--- config.mk ---
export PLATFORM = sky130hd
export DESIGN_NAME = fm_sw_ram_dec_multi
export DESIGN_NICKNAME = d
export VERILOG_FILES = /design/src/rtl/fm_sw_ram_dec_multi.sv
export SDC_FILE = /design/constraint.sdc
export NUM_CORES = 1
export LEC_CHECK = 0
export CORE_MARGIN = 4
export CORE_UTILIZATION = 40
export DETAILED_ROUTE_END_ITERATION = 7
export GPL_TIMING_DRIVEN = 0
export PLACE_DENSITY = 0.63
export SLEW_MARGIN = 10
export SYNTH_ARGS = -nofsm -noshare
export SYNTH_HDL_FRONTEND = slang
export SYNTH_SLANG_ARGS = --single-unit
--- constraint.sdc ---
create_clock -name Clock -period 2.5 [get_ports Clock]
set_input_delay 0.25 -clock Clock [delete_from_list [all_inputs] [get_ports Clock]]
set_output_delay 0.25 -clock Clock [all_outputs]
set_load 0.02 [all_outputs]
--- src/rtl/fm_sw_ram_dec_multi.sv ---
// Multi-channel bus address decoder with a registered access sequencer.
// A strobe in IDLE latches the address and direction. The address is matched
// against NUM_CH power-of-two windows, with the lowest index winning. A hit
// drives a one-hot chip select for WAIT_CYCLES+1 cycles and then pulses Ack_OUT.
// A miss pulses Err_OUT.
//
// Ports:
//   Clock      rising-edge clock
//   Reset      asynchronous active-high reset
//   Addr_IN    bus address, sampled on an accepted strobe
//   Strobe_IN  access request, accepted only while Busy_OUT is low
//   Write_IN   1 = write, 0 = read, sampled with Addr_IN
//   CS_OUT     registered one-hot chip select
//   WR_OUT     registered direction, valid while CS_OUT is non-zero
//   Ack_OUT    one-cycle pulse when an access completes
//   Err_OUT    one-cycle pulse when the address matches no window
//   Busy_OUT   high from the cycle after acceptance until the return to IDLE
module fm_sw_ram_dec_multi #(
  parameter int unsigned               ADDR_W       = 13,
  parameter int unsigned               NUM_CH       = 4,
  parameter logic [NUM_CH*ADDR_W-1:0]  CH_BASE      = {13'h1800, 13'h1000, 13'h0000, 13'h1000},
  parameter logic [NUM_CH*5-1:0]       CH_SIZE_LOG2 = {5'd8, 5'd4, 5'd12, 5'd1},
  parameter int unsigned               WAIT_CYCLES  = 2,
  parameter bit                        IGNORE_LSB   = 1'b1
) (
  input  logic              Clock,
  input  logic              Reset,
  input  logic [ADDR_W-1:0] Addr_IN,
  input  logic              Strobe_IN,
  input  logic              Write_IN,
  output logic [NUM_CH-1:0] CS_OUT,
  output logic              WR_OUT,
  output logic              Ack_OUT,
  output logic              Err_OUT,
  output logic              Busy_OUT
);

  typedef enum logic [2:0] {StIdle, StDecode, StAccess, StAck, StErr} state_e;

  state_e              state_q;
  logic [ADDR_W-1:0]   addr_q;
  logic                write_q;
  logic [3:0]          cnt_q;
  logic [NUM_CH-1:0]   cs_q;
  logic                wr_q;
  logic                ack_q;
  logic                err_q;
  logic                busy_q;

  logic [NUM_CH-1:0]   sel;
  logic                found;
  logic [ADDR_W-1:0]   addr_in_masked;

  assign addr_in_masked = IGNORE_LSB ? {Addr_IN[ADDR_W-1:1], 1'b0} : Addr_IN;

  // Window match: every bit above the window size must equal the base.
  // Priority goes to the lowest channel index so CS stays one-hot.
  always_comb begin
    sel   = '0;
    found = 1'b0;
    for (int i = 0; i < NUM_CH; i++) begin
      if (!found &&
          (((addr_q ^ CH_BASE[i*ADDR_W +: ADDR_W]) >> CH_SIZE_LOG2[i*5 +: 5]) == '0)) begin
        sel[i] = 1'b1;
        found  = 1'b1;
      end
    end
  end

  always_ff @(posedge Clock or posedge Reset) begin
    if (Reset) begin
      state_q <= StIdle;
      addr_q  <= '0;
      write_q <= 1'b0;
      cnt_q   <= '0;
      cs_q    <= '0;
      wr_q    <= 1'b0;
      ack_q   <= 1'b0;
      err_q   <= 1'b0;
      busy_q  <= 1'b0;
    end else begin
      ack_q <= 1'b0;
      err_q <= 1'b0;
      unique case (state_q)
        StIdle: begin
          if (Strobe_IN) begin
            addr_q  <= addr_in_masked;
            write_q <= Write_IN;
            busy_q  <= 1'b1;
            state_q <= StDecode;
          end
        end
        StDecode: begin
          if (found) begin
            cs_q    <= sel;
            wr_q    <= write_q;
            cnt_q   <= 4'(WAIT_CYCLES);
            state_q <= StAccess;
          end else begin
            err_q   <= 1'b1;
            state_q <= StErr;
          end
        end
        StAccess: begin
          if (cnt_q == '0) begin
            // Drop CS and raise Ack together so the pulse follows the last CS cycle.
            cs_q    <= '0;
            wr_q    <= 1'b0;
            ack_q   <= 1'b1;
            state_q <= StAck;
          end else begin
            cnt_q <= cnt_q - 4'd1;
          end
        end
        StAck, StErr: begin
          busy_q  <= 1'b0;
          state_q <= StIdle;
        end
        default: begin
          cs_q    <= '0;
          wr_q    <= 1'b0;
          busy_q  <= 1'b0;
          state_q <= StIdle;
        end
      endcase
    end
  end

  assign CS_OUT   = cs_q;
  assign WR_OUT   = wr_q;
  assign Ack_OUT  = ack_q;
  assign Err_OUT  = err_q;
  assign Busy_OUT = busy_q;

endmodule

### Word-level counts from Yosys, hierarchy flattened

Cells that the tools add are included.

| operators by class | value |
|---|---|
| add/sub/neg operators | 1 |
| equal/unequal tests | 8 |
| mux-type cells | 26 |
| bitwise gates (word level) | 4 |
| reduce and logical (&&, ||, !) cells | 20 |

Operator list:

| kind | number |
|---|---|
| $logic_not 13->1 | 4 |
| $mux 4 | 4 |
| $mux 1 | 14 |
| $pmux 4 s3 | 1 |
| $mux 3 | 3 |
| $pmux 3 s3 | 1 |
| $ne 2x2->1 const B | 4 |
| $pmux 4 s2 | 1 |
| $eq 3x2->1 const B | 2 |
| $reduce_and 2->1 | 3 |
| $reduce_and 3->1 | 2 |
| $logic_not 4->1 | 1 |
| $sub 4x1->4 const B | 1 |
| $eq 3x1->1 const B | 1 |
| $eq 3x3->1 const B | 1 |
| $logic_and 1x1->1 | 3 |
| $logic_not 1->1 | 3 |
| $logic_not 3->1 | 1 |
| $not 1->1 | 3 |
| $pmux 1 s3 | 1 |
| $reduce_or 3->1 | 1 |
| $not 2->2 | 1 |
| $pmux 1 s2 | 1 |
| $reduce_bool 2->1 | 1 |
| $reduce_or 2->1 | 1 |

| storage, ports and cells | value |
|---|---|
| flip-flop bits (word level) | 28 |
| input bits | 17 |
| output and inout port bits | 8 |
| logic and storage cells | 68 |

### Logic depth before layout (Yosys ltp)

Gate-level depths: netlist of run 1.

| depth | value |
|---|---|
| word-level depth | 14 |
| mapped depth | 6 |

### Worst setup path after synthesis of run 1

No wires, ideal clock.

| path | value |
|---|---|
| kind | register to register |
| start | reg addr_q[8] |
| end | reg cnt_q[0] |
| arrival time | 1616 ps |
| data required time | 2368 ps |
| path slack | 752 ps |
| cell stages (with the launch flop) | 5 |
| path buffers | 0 |
| clock period less this slack | 1748 ps |
| path through | dfrtp_1 or3_2 o311a_1 a211oi_2 o21ai_0 |

| on the way | value |
|---|---|
| word-level cells in the longest chain between the ends | 13 |
| elaborated cells between the ends (all ways) | 15 |
| those cells by class | 1 x eq/ne; 4 x mux; 10 x reduce/logical |

RTL lines:

| what | RTL line | RTL |
|---|---|---|
| from (decl) | 41 | `logic [ADDR_W-1:0] addr_q;` |
| from (signal assigned) | 87 | `addr_q <= addr_in_masked;` |
| $logic_not 13->1 | 63 | `(((addr_q ^ CH_BASE[i*ADDR_W +: ADDR_W]) >> CH_SIZE_LOG2[i*5 +: 5]) == '0)) begin` |
| $mux 1 | 62 | `if (!found &&` |
| $logic_not 1->1 | 62 |  |
| $logic_and 1x1->1 | 62 |  |
| $mux 1 | 62 |  |
| $logic_not 1->1 | 62 |  |
| $logic_and 1x1->1 | 62 |  |
| $mux 1 | 62 |  |
| $logic_not 1->1 | 62 |  |
| $logic_and 1x1->1 | 62 |  |
| $mux 1 (*) | 62 |  |
| $ne 2x2->1 (no source line) (*) | -- |  |
| $reduce_and 3->1 (no source line) (*) | -- |  |
| to (signal assigned) | 97 | `cnt_q <= 4'(WAIT_CYCLES);` |
| to (signal assigned) | 112 | `cnt_q <= cnt_q - 4'd1;` |
| to (decl) | 43 | `logic [3:0] cnt_q;` |

Mark *: on every way between the ends. The rest lies on a longest branch, timed or not.
A chain may end at the register's enable or synchronous reset.

### Worst setup path in the final report of run 1

| path | value |
|---|---|
| start | reg addr_q[12] |
| end | reg cnt_q[0] |

| on the way | value |
|---|---|
| word-level cells in the longest chain between the ends | 14 |
| elaborated cells between the ends (all ways) | 18 |
| those cells by class | 1 x eq/ne; 4 x mux; 2 x bitwise; 11 x reduce/logical |

RTL lines:

| what | RTL line |
|---|---|
| $not 1->1 (no source line) | -- |
| $logic_not 13->1 | 63 |
| $mux 1 | 62 |
| $logic_not 1->1 | 62 |
| $logic_and 1x1->1 | 62 |
| $mux 1 | 62 |
| $logic_not 1->1 | 62 |
| $logic_and 1x1->1 | 62 |
| $mux 1 | 62 |
| $logic_not 1->1 | 62 |
| $logic_and 1x1->1 | 62 |
| $mux 1 (*) | 62 |
| $ne 2x2->1 (no source line) (*) | -- |
| $reduce_and 3->1 (no source line) (*) | -- |

Marked as above.

==> results of run 1 <==
## per-layer routing
layer | up-vias | share of wire
met4 | 0 | 0.019
li1 | 437 | -
met2 | 24 | 0.49
met5 | - | 0
met1 | 433 | 0.45
met3 | 6 | 0.041
## cell families after synthesis
logic type,after synthesis,synth area share
flops,28,0.5539
compound gates,21,0.1217
simple gates,30,0.1454
fa+ha+maj,2,0.01978
mux,13,0.1157
xor+xnor,1,0.006925
buf+inv,12,0.03659
## layout make-up
type                       instances  area [sq um]  area share
tap                               44         55.05     0.03435
clock inverter                     1         30.03     0.01874
inverter                           9         33.78     0.02108
sequential                        28         700.7      0.4372
multi-input combinational         67         518.0      0.3232
buffer                             3         12.51    0.007806
timing repair buffer              23         230.2      0.1436
clock buffer                       3         22.52     0.01405
## registers in the layout, summed over array words and instances, names as in the netlist
name / count
Err_OUT: 1
addr_q: 12
CS_OUT: 4
write_q: 1
WR_OUT: 1
state_q: 3
Ack_OUT: 1
cnt_q: 4
Busy_OUT: 1
## cell usage in the layout, fill, tap and decap left out, types with 2 or more instances in the layout
master	count
nor3b_1	3
or3b_2	2
nor3_1	2
clkdlybuf4s50_1	23
dfrtp_1	28
clkbuf_1	2
nor2_1	6
a21oi_1	2
nand3_1	2
nor4_1	2
nand2_1	2
nand2b_1	2
mux2_2	13
ha_1	2
o21ai_0	8
inv_1	9
nor2b_1	3
clkbuf_4	3
## how the worst min path moves through the flow
stage	to	slack, ps
2_1_floorplan	Ack_OUT	320
3_3_place_gp	addr_q[2]	490
3_5_place_dp	addr_q[2]	500
4_1_cts	cnt_q[1]	500
5_1_grt	addr_q[6]	500
6_report	addr_q[4]	450
## through the flow
step	total power, W	utilization	hold WS, ps	setup WS (ps)	instances
2_1_floorplan	0.001334	-	315.4	752.1	107
3_3_place_gp	0.001531	0.5120	492.3	455.4	174
3_5_place_dp	0.001570	0.5120	500.0	413.6	174
4_1_cts	0.001861	0.5293	495.0	526.7	178
5_1_grt	0.001979	0.5293	501.8	417.4	178
6_report	0.001841	0.5293	454.7	512.8	178
## report_power, final
group	internal [W]	leakage (nW)	switching [W]
sequential	0.000642	0.346	0.000141
clock	0.000162	0.0279	0.000129
combinational	0.000398	0.284	0.000369
==> impl_metrics.tcl, run 1 <==
set metrics [dict create \
    status "complete, no violations" \
    ys_seq_area_frac 0.5539 \
    ys_warn_count 0 \
    rows 20 \
    path_depth 4 \
    maxSlewViolCount 0 \
    clockRootBuffer "clkbuf_4" \
    grt_pass1_wl_um 3967 \
    grt_setup_unrepaired "no" \
    hp-class "in2async" \
    antenna_found_initial 0 \
    post_cts_resized 0 \
    endpoint_kind "flip-flop" \
    rr_endpoint "cnt_q[0]" \
    max-clock-path-buffers 2 \
    grt_max_degree 29 \
    drt_wl_total_um 2340 \
    ios 25 \
    drive_gt1_frac 0.2015 \
    ant_nets 0 \
    start_util 0.4178 \
    clkLatencyLatePin_ps 320 \
    start_kind "flip-flop" \
    grtUsageMet1 0.1538 \
    finalNetCount 154 \
    crit_path_end "cnt_q[0]" \
    drc_errors 0 \
    grtUsageMet3 0.02636 \
    fillerInstances 275 \
    synthArstFlopShare 1.000 \
    synth_edf_count 0 \
    yosys.cell_types.count 35 \
    crit_slowest_cell "or4b_4" \
    gr-usage-met2 0.2013 \
    die_width_um 64.24 \
    ys_ff_latch 28 \
    ff2ff_setup_slack_ps 510 \
    slowest_delay_ps 530 \
    portBuffers 23 \
    cts_tree "built" \
    syn_inst 107 \
    cap_violations 0 \
    finalSetupTns_ps 0 \
    cts.reportedPaths.clkPinSlew_ps 150 \
    synth_flop_cell "dfrtp_1" \
    overflow 0 \
    cts-buffers-inserted 3 \
    core_area_sq_mm 0.003028 \
    synth_top_area_cell "dfrtp_1" \
    hpwl_um 1810 \
    die_area_sq_mm 0.004126 \
    num_antenna_cells 0 \
    globalplace.congestion 0.7588 \
    synth.top_cell.area_share 0.5539 \
    worstMarginPinSlew_ps 1026 \
    synth_area_leaders "dfrtp_1 (55%), mux2_2 (12%), o21ai_0 (3.2%)" \
    syn_nets 126 \
    wl_per_cell_um 13.15 \
    track_usage 0.1225 \
    leakage_nw 0.6588 \
    first_pass_iters 4 \
    die_h_um 64.24 \
    r2r-start "addr_q[12]" \
    num_vias 900 \
    clock_skew_ps 2.144 \
    max-slew-margin-rel 0.3152 \
    drtIter0Drc 44 \
    cts_hold_buffers 0 \
    busiest_layer "met2" \
    synth_common_cells "dfrtp_1 (28), mux2_2 (13), inv_1 (9)" \
    post-route-cell-area_sq_mm 0.001603 \
    pwr_density_cell_mw_per_mm2 1149 \
    hold_viol 0 \
    setup_viol 0 \
    syn_area_sq_mm 0.001265 \
    path_cells "or4b_4, o311a_1, a211oi_2, o21ai_0" \
    dpl_cell_area_sq_mm 0.001550 \
    viasPerCell 5.056 \
    worstPathRequired_ps 2710 \
    syn_avg_cell_area_sq_um 11.82 \
    clkSinkCount 28 \
    cp_max_fo 7 \
    yosysMostFrequentCell "dfrtp_1" \
    grt_pass1_vias 917 \
    timing_worst_setup_path_type "reg2reg" \
    fin_crit_sh 0.7949 \
    post_cts_buffers 0 \
    worstRegToRegCells 4 \
    cts_max_level 1 \
    crit_buf_inv 0 \
    final.min_clock_period_ps 1987 \
    cp_top_family "compound AO/OA/AOI/OAI gates" \
    crit_start "addr_q[12]" \
    vdd_drop_max_mv 0.3946 \
    fmax_ghz 0.5032 \
    arrival_ps 2200 \
    layout-area-overhead-vs-synth_pct 26.71 \
]
Power figures use the tool's default switching activity.
==> run 2: changes to the inputs <==
PLACE_DENSITY = 0.66   (was 0.63)
clock period = 1.75 ns   (was 2.5 ns; I/O delays follow)
==> run 2 against run 1 <==
Net effect:
- the run now ends with negative setup slack left
- flip-flop and latch count stayed put
- core utilization rose by 1.5 points
- global-route usage rose by 0.84 points
- clock power increased by 44%
- critical path type unchanged
- first-iteration DRC count fell by 59%
- final area increased by 2.8%
- via count is 1.4% lower
- maximum frequency up 7.3%
- setup slack got worse by 610 ps
- final cell count did not move
- largest power group is now combinational cells
- largest cell class unchanged
- critical endpoint is now cnt_q[1]
- clock skew rose by 1.2 ps
- wire length fell by 2.9%
==> impl_metrics.tcl, run 2 (synthesized netlist as in run 1, its figures left out) <==
set metrics [dict create \
    finalNetCount 154 \
    grt_pass1_wl_um 4243 \
    core_area_sq_mm 0.003028 \
    status "finished, violations left" \
    start_util 0.4178 \
    portBuffers 23 \
    largest_reg_flops 12 \
    clkSinkCount 28 \
    clock_skew_ps 3.299 \
    cts_max_level 1 \
    antenna_found_initial 0 \
    drive_gt1_frac 0.2537 \
    regMostFlops "addr_q" \
    finalWorstSetupSlack_ps -101.9 \
    vdd_drop_max_mv 0.6975 \
    r2r-start "addr_q[6]" \
    grt_pass1_vias 964 \
    rr_endpoint "cnt_q[1]" \
    viasPerCell 4.983 \
    ff2ff_setup_slack_ps -100 \
    endpoint_kind "flip-flop" \
    first_pass_iters 4 \
    fmax_ghz 0.5400 \
    mostFrequentLayoutCells "dfrtp_1 (27), clkdlybuf4s50_1 (23), mux2_2 (13)" \
    grt_max_degree 29 \
    pwr_density_cell_mw_per_mm2 1669 \
    layout-area-overhead-vs-synth_pct 30.27 \
    grt_setup_unrepaired "yes" \
    max-clock-path-buffers 2 \
    dp_slack_ps -229.9 \
    wl_per_cell_um 12.76 \
    cp_max_fo 4 \
    fillerInstances 274 \
    finalPower_w 0.002749 \
    worstRegToRegCells 4 \
    die_width_um 64.24 \
    fin_crit_sh 1.058 \
    multi_input_area_sq_um 555.5 \
    cts_tree "built" \
    num_antenna_cells 0 \
    violations "negative setup slack" \
    max-slew-margin-rel 0.2983 \
    dpl_cell_area_sq_mm 0.001550 \
    die_h_um 64.24 \
    post-route-cell-area_sq_mm 0.001648 \
    arrival_ps 2120 \
    worstMarginPinSlew_ps 1051 \
    leakage_nw 0.6701 \
    overflow 0 \
    cts-buffers-inserted 3 \
    ios 25 \
    cts.reportedPaths.clkPinSlew_ps 150 \
    final-seq-area_sq_um 701.9 \
    globalplace.congestion 0.7138 \
    rows 20 \
    drt_wl_total_um 2272 \
    die_area_sq_mm 0.004126 \
    final.min_clock_period_ps 1852 \
    maxSlewViolCount 0 \
    ant_nets 0 \
    track_usage 0.1309 \
    hold_viol 0 \
    timing_worst_setup_path_type "reg2reg" \
    drtIter0Drc 18 \
    clkLatencyLatePin_ps 320 \
    layout_commonest_cell "dfrtp_1" \
    cap_violations 0 \
    worstPathRequired_ps 2020 \
    hp-class "in2async" \
    setup_viol 5 \
    clockRootBuffer "clkbuf_4" \
    drc_errors 0 \
    start_kind "flip-flop" \
    num_vias 887 \
]
-- run 2: worst max-delay path, stage by stage (launching register included) --
cell and delay [ps]:
dfrtp_1 410, or4b_4 570, o311a_4 350, a211oi_4 320
a2bb2oi_2 150
-- run 2: area by class of cell --
cell class | instances | share of cell area
Timing Repair Buffer | 24 | 0.1443
Clock buffer | 3 | 0.01367
Tap cell | 44 | 0.03341
Inverter | 9 | 0.02050
Sequential cell | 28 | 0.4260
Clock inverter | 1 | 0.01822
Buffer | 2 | 0.006834
Multi-Input combinational cell | 67 | 0.3371
-- run 2: layer usage --
layer / track usage / part of all wire / vias to the layer above
met5: 0 / 0 / -
met4: 0.06860 / 0.018 / 0
met3: 0.01054 / 0.030 / 4
met2: 0.2245 / 0.51 / 18
met1: 0.1631 / 0.44 / 427
li1: - / - / 438
-- run 2: repair_timing --
action / in CTS / in global routing
buffers inserted: 1 / 0
endpoints found under the setup margin: 18 / 19
gates resized for setup: 11 / 5
hold buffers: 0 / 0
pin swaps: 2 / 0
-- run 2: worst max-delay path by stage --
stage / startpoint / endpoint / depth (start not counted)
global placement: Strobe_IN / addr_q[1] / 6
global route: addr_q[6] / state_q[1] / 4
detailed placement: Strobe_IN / addr_q[11] / 6
finish: addr_q[6] / cnt_q[1] / 4
CTS: addr_q[6] / cnt_q[1] / 4
floorplan: addr_q[8] / cnt_q[0] / 4
-- run 2: where the power goes --
part	switching (W)	internal, W
clock network	0.000186	0.000232
registers	0.000203	0.000920
logic	0.000574	0.000634
-- run 2: stage by stage --
| step | utilization | hold slack (ps) | instances | TNS [ps] |
|---|---|---|---|---|
| floorplan | - | 240.4 | 107 | 0 |
| global placement | 0.5120 | 491.5 | 174 | -2854 |
| detailed placement | 0.5120 | 501.4 | 174 | -3228 |
| CTS | 0.5409 | 421.1 | 178 | -438.4 |
| global route | 0.5442 | 426.5 | 178 | -1360 |
| finish | 0.5442 | 384.7 | 178 | -394.8 |
==> run 3: changes to the inputs <==
DONT_BUFFER_PORTS = 1   (was default)
PLACE_DENSITY = 0.55   (was 0.66)
==> run 3 against run 2 <==
Net effect:
- the run ends with negative hold slack, negative setup slack left
- via count shrank 2.4%
- register-to-register slack is essentially flat
- setup slack lost 2.8 ps
- power is essentially flat
- flip-flop and latch count is the same
- core utilization shrank 1.8 points
==> impl_metrics.tcl, run 3 (synthesized netlist as in run 1, its figures left out) <==
set metrics [dict create \
    status "finished, violations left" \
    violations "negative hold slack, negative setup slack" \
    wl_per_cell_um 13.69 \
    maxSlewViolCount 0 \
    crit_start "addr_q[4]" \
    cts.reportedPaths.clkPinSlew_ps 160 \
    fin_cells 170 \
    hp-class "in2async" \
    first_pass_iters 4 \
    start_kind "flip-flop" \
    finalWorstSetupSlack_ps -104.6 \
    ff2ff_setup_slack_ps -100 \
    start_util 0.4178 \
    numPlacedInstances 151 \
    vdd_drop_max_mv 0.6855 \
    seqPwrFrac 0.427 \
    dr_wl_met3_um 98 \
    clock_skew_ps 5.372 \
    grt_pass1_wl_um 3995 \
    drtIter0Drc 26 \
    overflow 0 \
    die_width_um 64.24 \
    drc_errors 0 \
    combPwrFrac 0.419 \
    cp_max_fo 4 \
    portBuffers 0 \
    final.min_clock_period_ps 1855 \
    cap_violations 0 \
    post-route-cell-area_sq_mm 0.001593 \
    regMostFlops "addr_q" \
    setup_viol 9 \
    rows 20 \
    p_sw_w 0.0009956 \
    antenna_found_initial 0 \
    wl_met1_um 1081 \
    ios 25 \
    hold_ws_ps -39.79 \
    max-clock-path-buffers 2 \
    max-slew-margin-rel 0.3187 \
    layout_commonest_cell "dfrtp_1" \
    ant_nets 0 \
    hpwl_um 1649 \
    grt_max_degree 29 \
    clkPwrFrac 0.154 \
    globalplace.congestion 0.7229 \
    mostFrequentLayoutCells "dfrtp_1 (27), mux2_2 (13), dlygate4sd3_1 (13)" \
    swShare 0.3618 \
    p_int_w 0.001756 \
    timing_worst_setup_path_type "reg2reg" \
    num_vias 866 \
    cts_tree "built" \
    track_usage 0.1230 \
    drive_gt1_frac 0.3254 \
    cts-buffers-inserted 3 \
    r2r-start "addr_q[4]" \
    finalNetCount 146 \
    num_antenna_cells 0 \
    fmax_ghz 0.5392 \
    worstMarginPinSlew_ps 1021 \
    largest_reg_flops 12 \
    drt_wl_total_um 2327 \
    worstPathRequired_ps 2020 \
    fin_crit_sh 1.060 \
    clkLatencyLatePin_ps 330 \
    highest_layer "met4" \
    arrival_ps 2130 \
    dpl_cell_area_sq_mm 0.001320 \
    rr_endpoint "cnt_q[1]" \
    finalSetupTns_ps -671.6 \
    hold_viol 28 \
    clockRootBuffer "clkbuf_4" \
    viasPerCell 5.094 \
    cts_max_level 1 \
    die_area_sq_mm 0.004126 \
    pwr_density_cell_mw_per_mm2 1728 \
    endpoint_kind "flip-flop" \
    core_area_sq_mm 0.003028 \
    wl_met2_um 1131 \
    crit_path_end "cnt_q[1]" \
    worstRegToRegCells 4 \
    die_h_um 64.24 \
    clkSinkCount 28 \
    grt_pass1_vias 878 \
    layout-area-overhead-vs-synth_pct 25.92 \
    grt_setup_unrepaired "yes" \
    leakage_nw 0.6650 \
]
[run 3: per-stage QoR]
| step | hold slack (ps) | total power, W | util | worst slack (ps) |
|---|---|---|---|---|
| floorplan | 240.4 | 0.001906 | - | 2.073 |
| CTS | 11.18 | 0.002679 | 0.5112 | -102.5 |
| global placement | 327.1 | 0.002073 | 0.4360 | -187.5 |
| global route | 49.19 | 0.002962 | 0.5260 | -165.9 |
| finish | -39.79 | 0.002752 | 0.5260 | -104.6 |
| detailed placement | 331.1 | 0.002105 | 0.4360 | -199.7 |
[run 3: cell type report]
class                           instances  area, sq um
Clock buffer                            3        22.52
Fill cell                             283         1435
Buffer                                  2        12.51
Tap cell                               44        55.05
Inverter                                9        33.78
Sequential cell                        28        701.9
Multi-Input combinational cell         67        584.3
Timing Repair Buffer                   16        152.6
Clock inverter                          1        30.03
[run 3: timing repair]
action                                  in CTS  in global routing
setup buffers                                2                  1
resized for setup                            8                 15
endpoints found under the setup margin      18                 19
hold buffers                                13                  0
endpoints found under the hold margin       13                  0
pin swaps                                    1                  2
[run 3: worst min path at each step]
stage          startpoint   endpoint  cells past startpoint
3_5_place_dp   Addr_IN[9]  addr_q[9]                      1
3_3_place_gp   Addr_IN[4]  addr_q[4]                      1
6_report            Reset   cnt_q[1]                      1
5_1_grt             Reset  addr_q[3]                      1
2_1_floorplan       Reset    Ack_OUT                      1
4_1_cts             Reset  addr_q[2]                      1
[run 3: layer usage]
metal  global-route usage  vias up
met4              0.03166        0
li1                     -      424
met3              0.03163        2
met5                    0        -
met1               0.1618      425
met2               0.2013       15
[run 3: worst max-delay path, cell delays in order (launching register included)]
cell	delay [ps]
dfrtp_1	410
or4b_4	570
o311a_4	340
a211oi_4	320
a2bb2oi_2	160
[run 3: power groups by stage]
stage	Sequential (W)	Clock (W)	Combinational [W]
finish	0.00118	0.000425	0.00115
global route	0.00122	0.000465	0.00128
CTS	0.00117	0.000437	0.00107
detailed placement	0.00120	0	0.000908
global placement	0.00119	0	0.000883
floorplan	0.00114	0	0.000770
